File: config.mk
export PLATFORM = sky130hd
export DESIGN_NAME = apb_slave_mem
export DESIGN_NICKNAME = d
export VERILOG_FILES = /design/src/rtl/apb_pkg.sv /design/src/rtl/apb_slave_regfile.sv /design/src/rtl/apb_slave_mem.sv
export SDC_FILE = /design/constraint.sdc
export NUM_CORES = 1
export LEC_CHECK = 0
export CORE_MARGIN = 4
export CORE_UTILIZATION = 40
export CTS_CLUSTER_SIZE = 10
export DETAILED_ROUTE_END_ITERATION = 8
export PLACE_DENSITY = 0.65
export SETUP_SLACK_MARGIN = 0.5
export SYNTH_ARGS = -nofsm -noshare
export SYNTH_HDL_FRONTEND = slang
export SYNTH_SLANG_ARGS = --single-unit
File: constraint.sdc
create_clock -name PCLK -period 3.6 [get_ports PCLK]
set_input_delay 0.36 -clock PCLK [delete_from_list [all_inputs] [get_ports PCLK]]
set_output_delay 0.36 -clock PCLK [all_outputs]
set_load 0.05 [all_outputs]
File: src/rtl/apb_pkg.sv
// Shared APB definitions: transfer FSM states, strobe width and address-decode helpers.
// Used by both the APB master and every completer instance.
package apb_pkg;

    typedef enum logic {
        IDLE   = 1'b0,
        ACCESS = 1'b1
    } apb_state_e;

    localparam int APB_DATA_WIDTH = 32;
    localparam int STRB_W         = APB_DATA_WIDTH / 8;

    // Arguments are widened to 64 bits so BASE + 4*DEPTH cannot wrap for any legal ADDR_WIDTH.
    function automatic logic addr_err(input logic [63:0] paddr,
                                      input logic [63:0] base,
                                      input logic [63:0] depth);
        return (paddr[1:0] != 2'b00) || (paddr < base) || (paddr >= base + (depth << 2));
    endfunction

    function automatic logic [63:0] word_idx(input logic [63:0] paddr,
                                             input logic [63:0] base);
        return (paddr - base) >> 2;
    endfunction

endpackage

File: src/rtl/apb_slave_regfile.sv
// Word storage for the APB completer: synchronous clear, byte-enabled write port,
// combinational read port.
module apb_slave_regfile #(
    parameter int DATA_WIDTH = 32,
    parameter int DEPTH      = 16,
    parameter int IDX_W      = 4
) (
    input  logic                    clk_i,
    input  logic                    rst_i,
    input  logic                    we_i,
    input  logic [IDX_W-1:0]        widx_i,
    input  logic [DATA_WIDTH-1:0]   wdata_i,
    input  logic [DATA_WIDTH/8-1:0] wstrb_i,
    input  logic [IDX_W-1:0]        ridx_i,
    output logic [DATA_WIDTH-1:0]   rdata_o
);

    localparam int SW = DATA_WIDTH / 8;

    logic [DATA_WIDTH-1:0] mem_q [DEPTH];

    always_ff @(posedge clk_i) begin
        if (rst_i) begin
            for (int w = 0; w < DEPTH; w++) begin
                mem_q[w] <= '0;
            end
        end else if (we_i) begin
            for (int b = 0; b < SW; b++) begin
                if (wstrb_i[b]) begin
                    mem_q[widx_i][8*b +: 8] <= wdata_i[8*b +: 8];
                end
            end
        end
    end

    assign rdata_o = mem_q[ridx_i];

endmodule

File: src/rtl/apb_slave_mem.sv
// APB completer with DEPTH words of byte-strobed memory, fixed wait states and
// PSLVERR on misaligned or out-of-window addresses.
module apb_slave_mem
    import apb_pkg::*;
#(
    parameter int                    ADDR_WIDTH  = 32,
    parameter int                    DATA_WIDTH  = 32,
    parameter int                    DEPTH       = 16,
    parameter logic [ADDR_WIDTH-1:0] BASE_ADDR   = '0,
    parameter int                    WAIT_STATES = 0
) (
    input  logic                    PCLK,
    input  logic                    PRESET,
    input  logic                    PSEL,
    input  logic                    PENABLE,
    input  logic                    PWRITE,
    input  logic [ADDR_WIDTH-1:0]   PADDR,
    input  logic [DATA_WIDTH-1:0]   PWDATA,
    input  logic [DATA_WIDTH/8-1:0] PSTRB,
    output logic                    PREADY,
    output logic [DATA_WIDTH-1:0]   PRDATA,
    output logic                    PSLVERR
);

    localparam int SW    = DATA_WIDTH / 8;
    localparam int IDX_W = (DEPTH > 1) ? $clog2(DEPTH) : 1;

    apb_state_e            state_q, state_d;
    logic [3:0]            cnt_q, cnt_d;
    logic                  write_q, write_d;
    logic                  err_q, err_d;
    logic [IDX_W-1:0]      idx_q, idx_d;
    logic [DATA_WIDTH-1:0] wdata_q, wdata_d;
    logic [SW-1:0]         strb_q, strb_d;
    logic                  pready_q, pready_d;
    logic                  pslverr_q, pslverr_d;
    logic [DATA_WIDTH-1:0] prdata_q, prdata_d;

    logic                  setup_err;
    logic [IDX_W-1:0]      setup_idx;
    logic [IDX_W-1:0]      rd_idx;
    logic [DATA_WIDTH-1:0] rd_data;
    logic                  mem_we;

    assign setup_err = addr_err(64'(PADDR), 64'(BASE_ADDR), 64'(DEPTH));
    assign setup_idx = IDX_W'(word_idx(64'(PADDR), 64'(BASE_ADDR)));
    // Zero-wait reads sample memory at the setup edge, before idx_q is loaded.
    assign rd_idx    = (state_q == IDLE) ? setup_idx : idx_q;

    apb_slave_regfile #(
        .DATA_WIDTH (DATA_WIDTH),
        .DEPTH      (DEPTH),
        .IDX_W      (IDX_W)
    ) u_regfile (
        .clk_i   (PCLK),
        .rst_i   (PRESET),
        .we_i    (mem_we),
        .widx_i  (idx_q),
        .wdata_i (wdata_q),
        .wstrb_i (strb_q),
        .ridx_i  (rd_idx),
        .rdata_o (rd_data)
    );

    always_comb begin
        state_d   = state_q;
        cnt_d     = cnt_q;
        write_d   = write_q;
        err_d     = err_q;
        idx_d     = idx_q;
        wdata_d   = wdata_q;
        strb_d    = strb_q;
        pready_d  = 1'b0;
        pslverr_d = 1'b0;
        prdata_d  = '0;
        mem_we    = 1'b0;

        case (state_q)
            IDLE: begin
                if (PSEL && !PENABLE) begin
                    write_d = PWRITE;
                    err_d   = setup_err;
                    idx_d   = setup_idx;
                    wdata_d = PWDATA;
                    strb_d  = PSTRB;
                    cnt_d   = 4'(WAIT_STATES);
                    state_d = ACCESS;
                    if (WAIT_STATES == 0) begin
                        pready_d  = 1'b1;
                        pslverr_d = setup_err;
                        if (!PWRITE && !setup_err) begin
                            prdata_d = rd_data;
                        end
                    end
                end
            end
            ACCESS: begin
                if (!(PSEL && PENABLE)) begin
                    state_d = IDLE;
                end else if (pready_q) begin
                    mem_we  = write_q && !err_q;
                    state_d = IDLE;
                end else begin
                    cnt_d = cnt_q - 4'd1;
                    if (cnt_q == 4'd1) begin
                        pready_d  = 1'b1;
                        pslverr_d = err_q;
                        if (!write_q && !err_q) begin
                            prdata_d = rd_data;
                        end
                    end
                end
            end
            default: state_d = IDLE;
        endcase
    end

    always_ff @(posedge PCLK) begin
        if (PRESET) begin
            state_q   <= IDLE;
            cnt_q     <= '0;
            write_q   <= 1'b0;
            err_q     <= 1'b0;
            idx_q     <= '0;
            wdata_q   <= '0;
            strb_q    <= '0;
            pready_q  <= 1'b0;
            pslverr_q <= 1'b0;
            prdata_q  <= '0;
        end else begin
            state_q   <= state_d;
            cnt_q     <= cnt_d;
            write_q   <= write_d;
            err_q     <= err_d;
            idx_q     <= idx_d;
            wdata_q   <= wdata_d;
            strb_q    <= strb_d;
            pready_q  <= pready_d;
            pslverr_q <= pslverr_d;
            prdata_q  <= prdata_d;
        end
    end

    assign PREADY  = pready_q;
    assign PRDATA  = prdata_q;
    assign PSLVERR = pslverr_q;

endmodule

==> impl_metrics.yaml <==
clocking:
  cts.clk_slew.worst_paths_ns: 0.05
  clock_path_buffers: 3
  cts-root-buf: "clkbuf_16"
  htree_num_levels: 3
  clock_latency_ns: 0.59
  cts_made_buffers: 70
  clock_sinks: 593
  cts_tree: "yes"
  hold_buffers: 0
detailed_routing:
  ant_nets: 0
  via_per_inst: 5.388
  drc: 0
  dr.first_iter.drc_count: 2032
  vias: 18500
  first_pass_iters: 7
  routedWlPerCell_um: 21.63
  wirelength_um: 74260
worst_setup_path:
  cpPeakStageDelay_ns: 0.57
  worstPathMaxFanout: 16
  crit_chain: "nand3_1, nor4_2, buf_4, nand2_1, nor2_1, or2_2"
  crit_path_top_delay_cell: "nor2_1"
  worst_ep_arrival_time_ns: 3.51
  crit_type: "reg -> reg"
  critPathLaunchType: "flop"
  end_kind: "flop"
  worstPathRequired_ns: 3.88
global_route:
  grt_start_max_net_pins: 97
  grt_pass1_wl_um: 111300
  grt_util_all_layers: 0.2079
  overflow: 0
  antenna_found_initial: 0
  grt_pass1_vias: 18250
timing:
  drv_slew: 0
  setup_viol: 0
  rsz0062_at_grt: "yes"
  min_period_over_period: 0.8962
  setup_ws_ns: 0.3738
  clock_skew_ns: 0.01331
  hold_viol: 0
  fin_tns_setup_ns: 0
  worst_pin_slew_ns: 1.337
  relSlewSlack: 0.1050
  timing.fmax_mhz: 310.0
  min_period_ns: 3.226
floorplan:
  rows: 93
  start_util: 0.4063
  ios: 107
  die_y_um: 264.6
  coreArea_mm2: 0.06481
  die_w_um: 264.6
  die-area_mm2: 0.07000
synthesis:
  synth_enable_flop_cells: 512
  syn_avg_cell_area_um2: 10.65
  ys_ff_latch: 593
  syn_area_mm2: 0.02633
  yosysTopAreaCellShare: 0.5839
  synth_top_cell_by_area: "edfxtp_1"
  yosysSeqAreaShare: 0.6454
  synthTopCellsByArea: "edfxtp_1 (58%), and2_1 (12%), nand2_1 (8.7%), dfxtp_1 (6.2%), nand3_1 (5.1%)"
  synthArstFlopShare: 0
  ys.flop_type: "edfxtp_1"
  ys_types: 35
  syn_inst: 2473
  yosysWarnings: 0
  synth.net_count: 2548
placed_design:
  placed_area_mm2: 0.02820
  dpl.hpwl_um: 47390
  io_buffers: 106
  post-place-cells: 3310
  gp_congestion: 0.9096
  place_ws_ns: 0.1084
run:
  maxCapViolCount: 0
cells_and_area:
  nets: 2602
  finalNonFillerCells: 3434
  antenna_cells: 0
  fin_area_mm2: 0.03028
  fill_cells: 5742
  drive_gt1_frac: 0.07716
  area_growth_pct: 14.98
power_and_ir_drop:
  vdd_drop_max_uv: 310.3
  leakagePower_nw: 10.89
  cellPowerDensity_mw_per_mm2: 504.2
min_path:
  hp-class: "in -> reg"
run_status:
  outcome: "finished clean"
[cell usage after synthesis, types with 4 or more instances]
master	n
a21oi_1	45
and2_1	512
buf_1	7
buf_2	6
clkbuf_1	139
dfxtp_1	81
edfxtp_1	512
mux2i_1	4
nand2_1	610
nand2b_1	4
nand3_1	266
nand4_1	66
nor2_1	74
nor2b_1	4
nor3_1	6
nor4_1	7
o21ai_1	6
o22ai_1	32
or2_2	65
or3_1	4
[final timing paths]
path,slack (ns),cells after the start,startpoint,end
setup reg to reg,0.37,6,state_q$_SDFF_PP0_,u_regfile.mem_q[10][12]$_SDFFCE_PN0P_
hold reg to reg,0.47,2,strb_q[1]$_SDFFE_PP0P_,strb_q[1]$_SDFFE_PP0P_
hold / removal,0.21,2,PRESET,err_q$_SDFFE_PP0P_
setup / recovery,0.37,6,state_q$_SDFF_PP0_,u_regfile.mem_q[10][12]$_SDFFCE_PN0P_
[stage by stage]
step / hold WS (ns) / total power, mW / utilization
floorplan: 0.4366 / 8.463 / -
global placement: 0.4578 / 8.921 / 0.4351
detailed placement: 0.4577 / 8.947 / 0.4351
CTS: 0.2091 / 15.35 / 0.4668
global route: 0.2354 / 15.76 / 0.4671
finish: 0.2135 / 15.27 / 0.4671
[metal layers]
metal | vias up | track usage | routed length [µm] | share of wire
li1 | 8557 | - | - | -
met1 | 8937 | 0.2914 | 31370 | 0.42
met2 | 876 | 0.3294 | 34210 | 0.46
met3 | 134 | 0.03406 | 6461 | 0.087
met4 | 0 | 0.07439 | 2220 | 0.030
met5 | - | 0 | 0 | 0
[cells in the final DEF, fill, tap and decap left out, types with 3 or more instances in the layout]
cell / synthesis / routed
nand3_1: 266 / 266
a21oi_1: 45 / 45
nor4_1: 7 / 7
nor3_1: 6 / 6
nor2_2: 0 / 11
nand2_1: 610 / 609
nand4_1: 66 / 66
dfxtp_1: 81 / 81
o21ai_2: 0 / 5
inv_1: 3 / 3
clkdlybuf4s50_1: 0 / 105
buf_4: 0 / 27
clkbuf_8: 0 / 3
clkbuf_16: 0 / 73
nand2b_1: 4 / 4
nor2_1: 74 / 63
edfxtp_1: 512 / 512
o22ai_1: 32 / 32
nand3b_1: 3 / 3
and2_1: 512 / 512
nor2b_1: 4 / 4
or2_2: 65 / 65
or3_1: 4 / 4
clkbuf_1: 139 / 47
[power by group]
group | internal [mW] | switching, mW | total (mW)
Combinational | 0.298 | 0.673 | 0.970
Clock | 3.82 | 2.63 | 6.45
Sequential | 7.66 | 0.192 | 7.85
[flip-flops by register name (all words and copies together) (netlist names), 4 cells and up]
name / count
strb_q: 4
PRDATA: 32
idx_q: 4
wdata_q: 32
cnt_q: 4
u_regfile.mem_q: 512
[final cells by class]
| cell class | count | area [µm²] | share of cell area |
|---|---|---|---|
| flip-flops and latches | 593 | 17000 | 0.5614 |
| repair buffers | 134 | 1294 | 0.04273 |
| clock inverters | 1 | 5.005 | 0.0001653 |
| inverters | 3 | 11.26 | 0.0003719 |
| clock buffers | 123 | 2044 | 0.06753 |
| well taps | 855 | 1070 | 0.03533 |
| multi-input cells | 1725 | 8856 | 0.2925 |
[timing repair]
| item | in CTS | in global routing |
|---|---|---|
| setup endpoints to repair | 24 | 384 |
| resized for setup | 2 | 9 |
| buffers inserted | 0 | 0 |
| pin swaps | 0 | 0 |
[cell families after synthesis]
family,count (synthesis),share of synthesized area
AND/OR/NAND/NOR,1627,0.3096
multiplexers,6,0.002376
buffers and inverters,155,0.02238
XOR/XNOR,2,0.0006653
flip-flops,593,0.6454
adder cells (fa/ha/maj),2,0.0009501
AO/OA/AOI/OAI,88,0.01863
[worst max-delay path: cells and delay by family (launching register included)]
kind / cells / cell delay (ns)
buf+inv: 1 / 0.24
flops: 1 / 0.53
simple gates: 5 / 2.15
(Power assumes the default switching activity.)
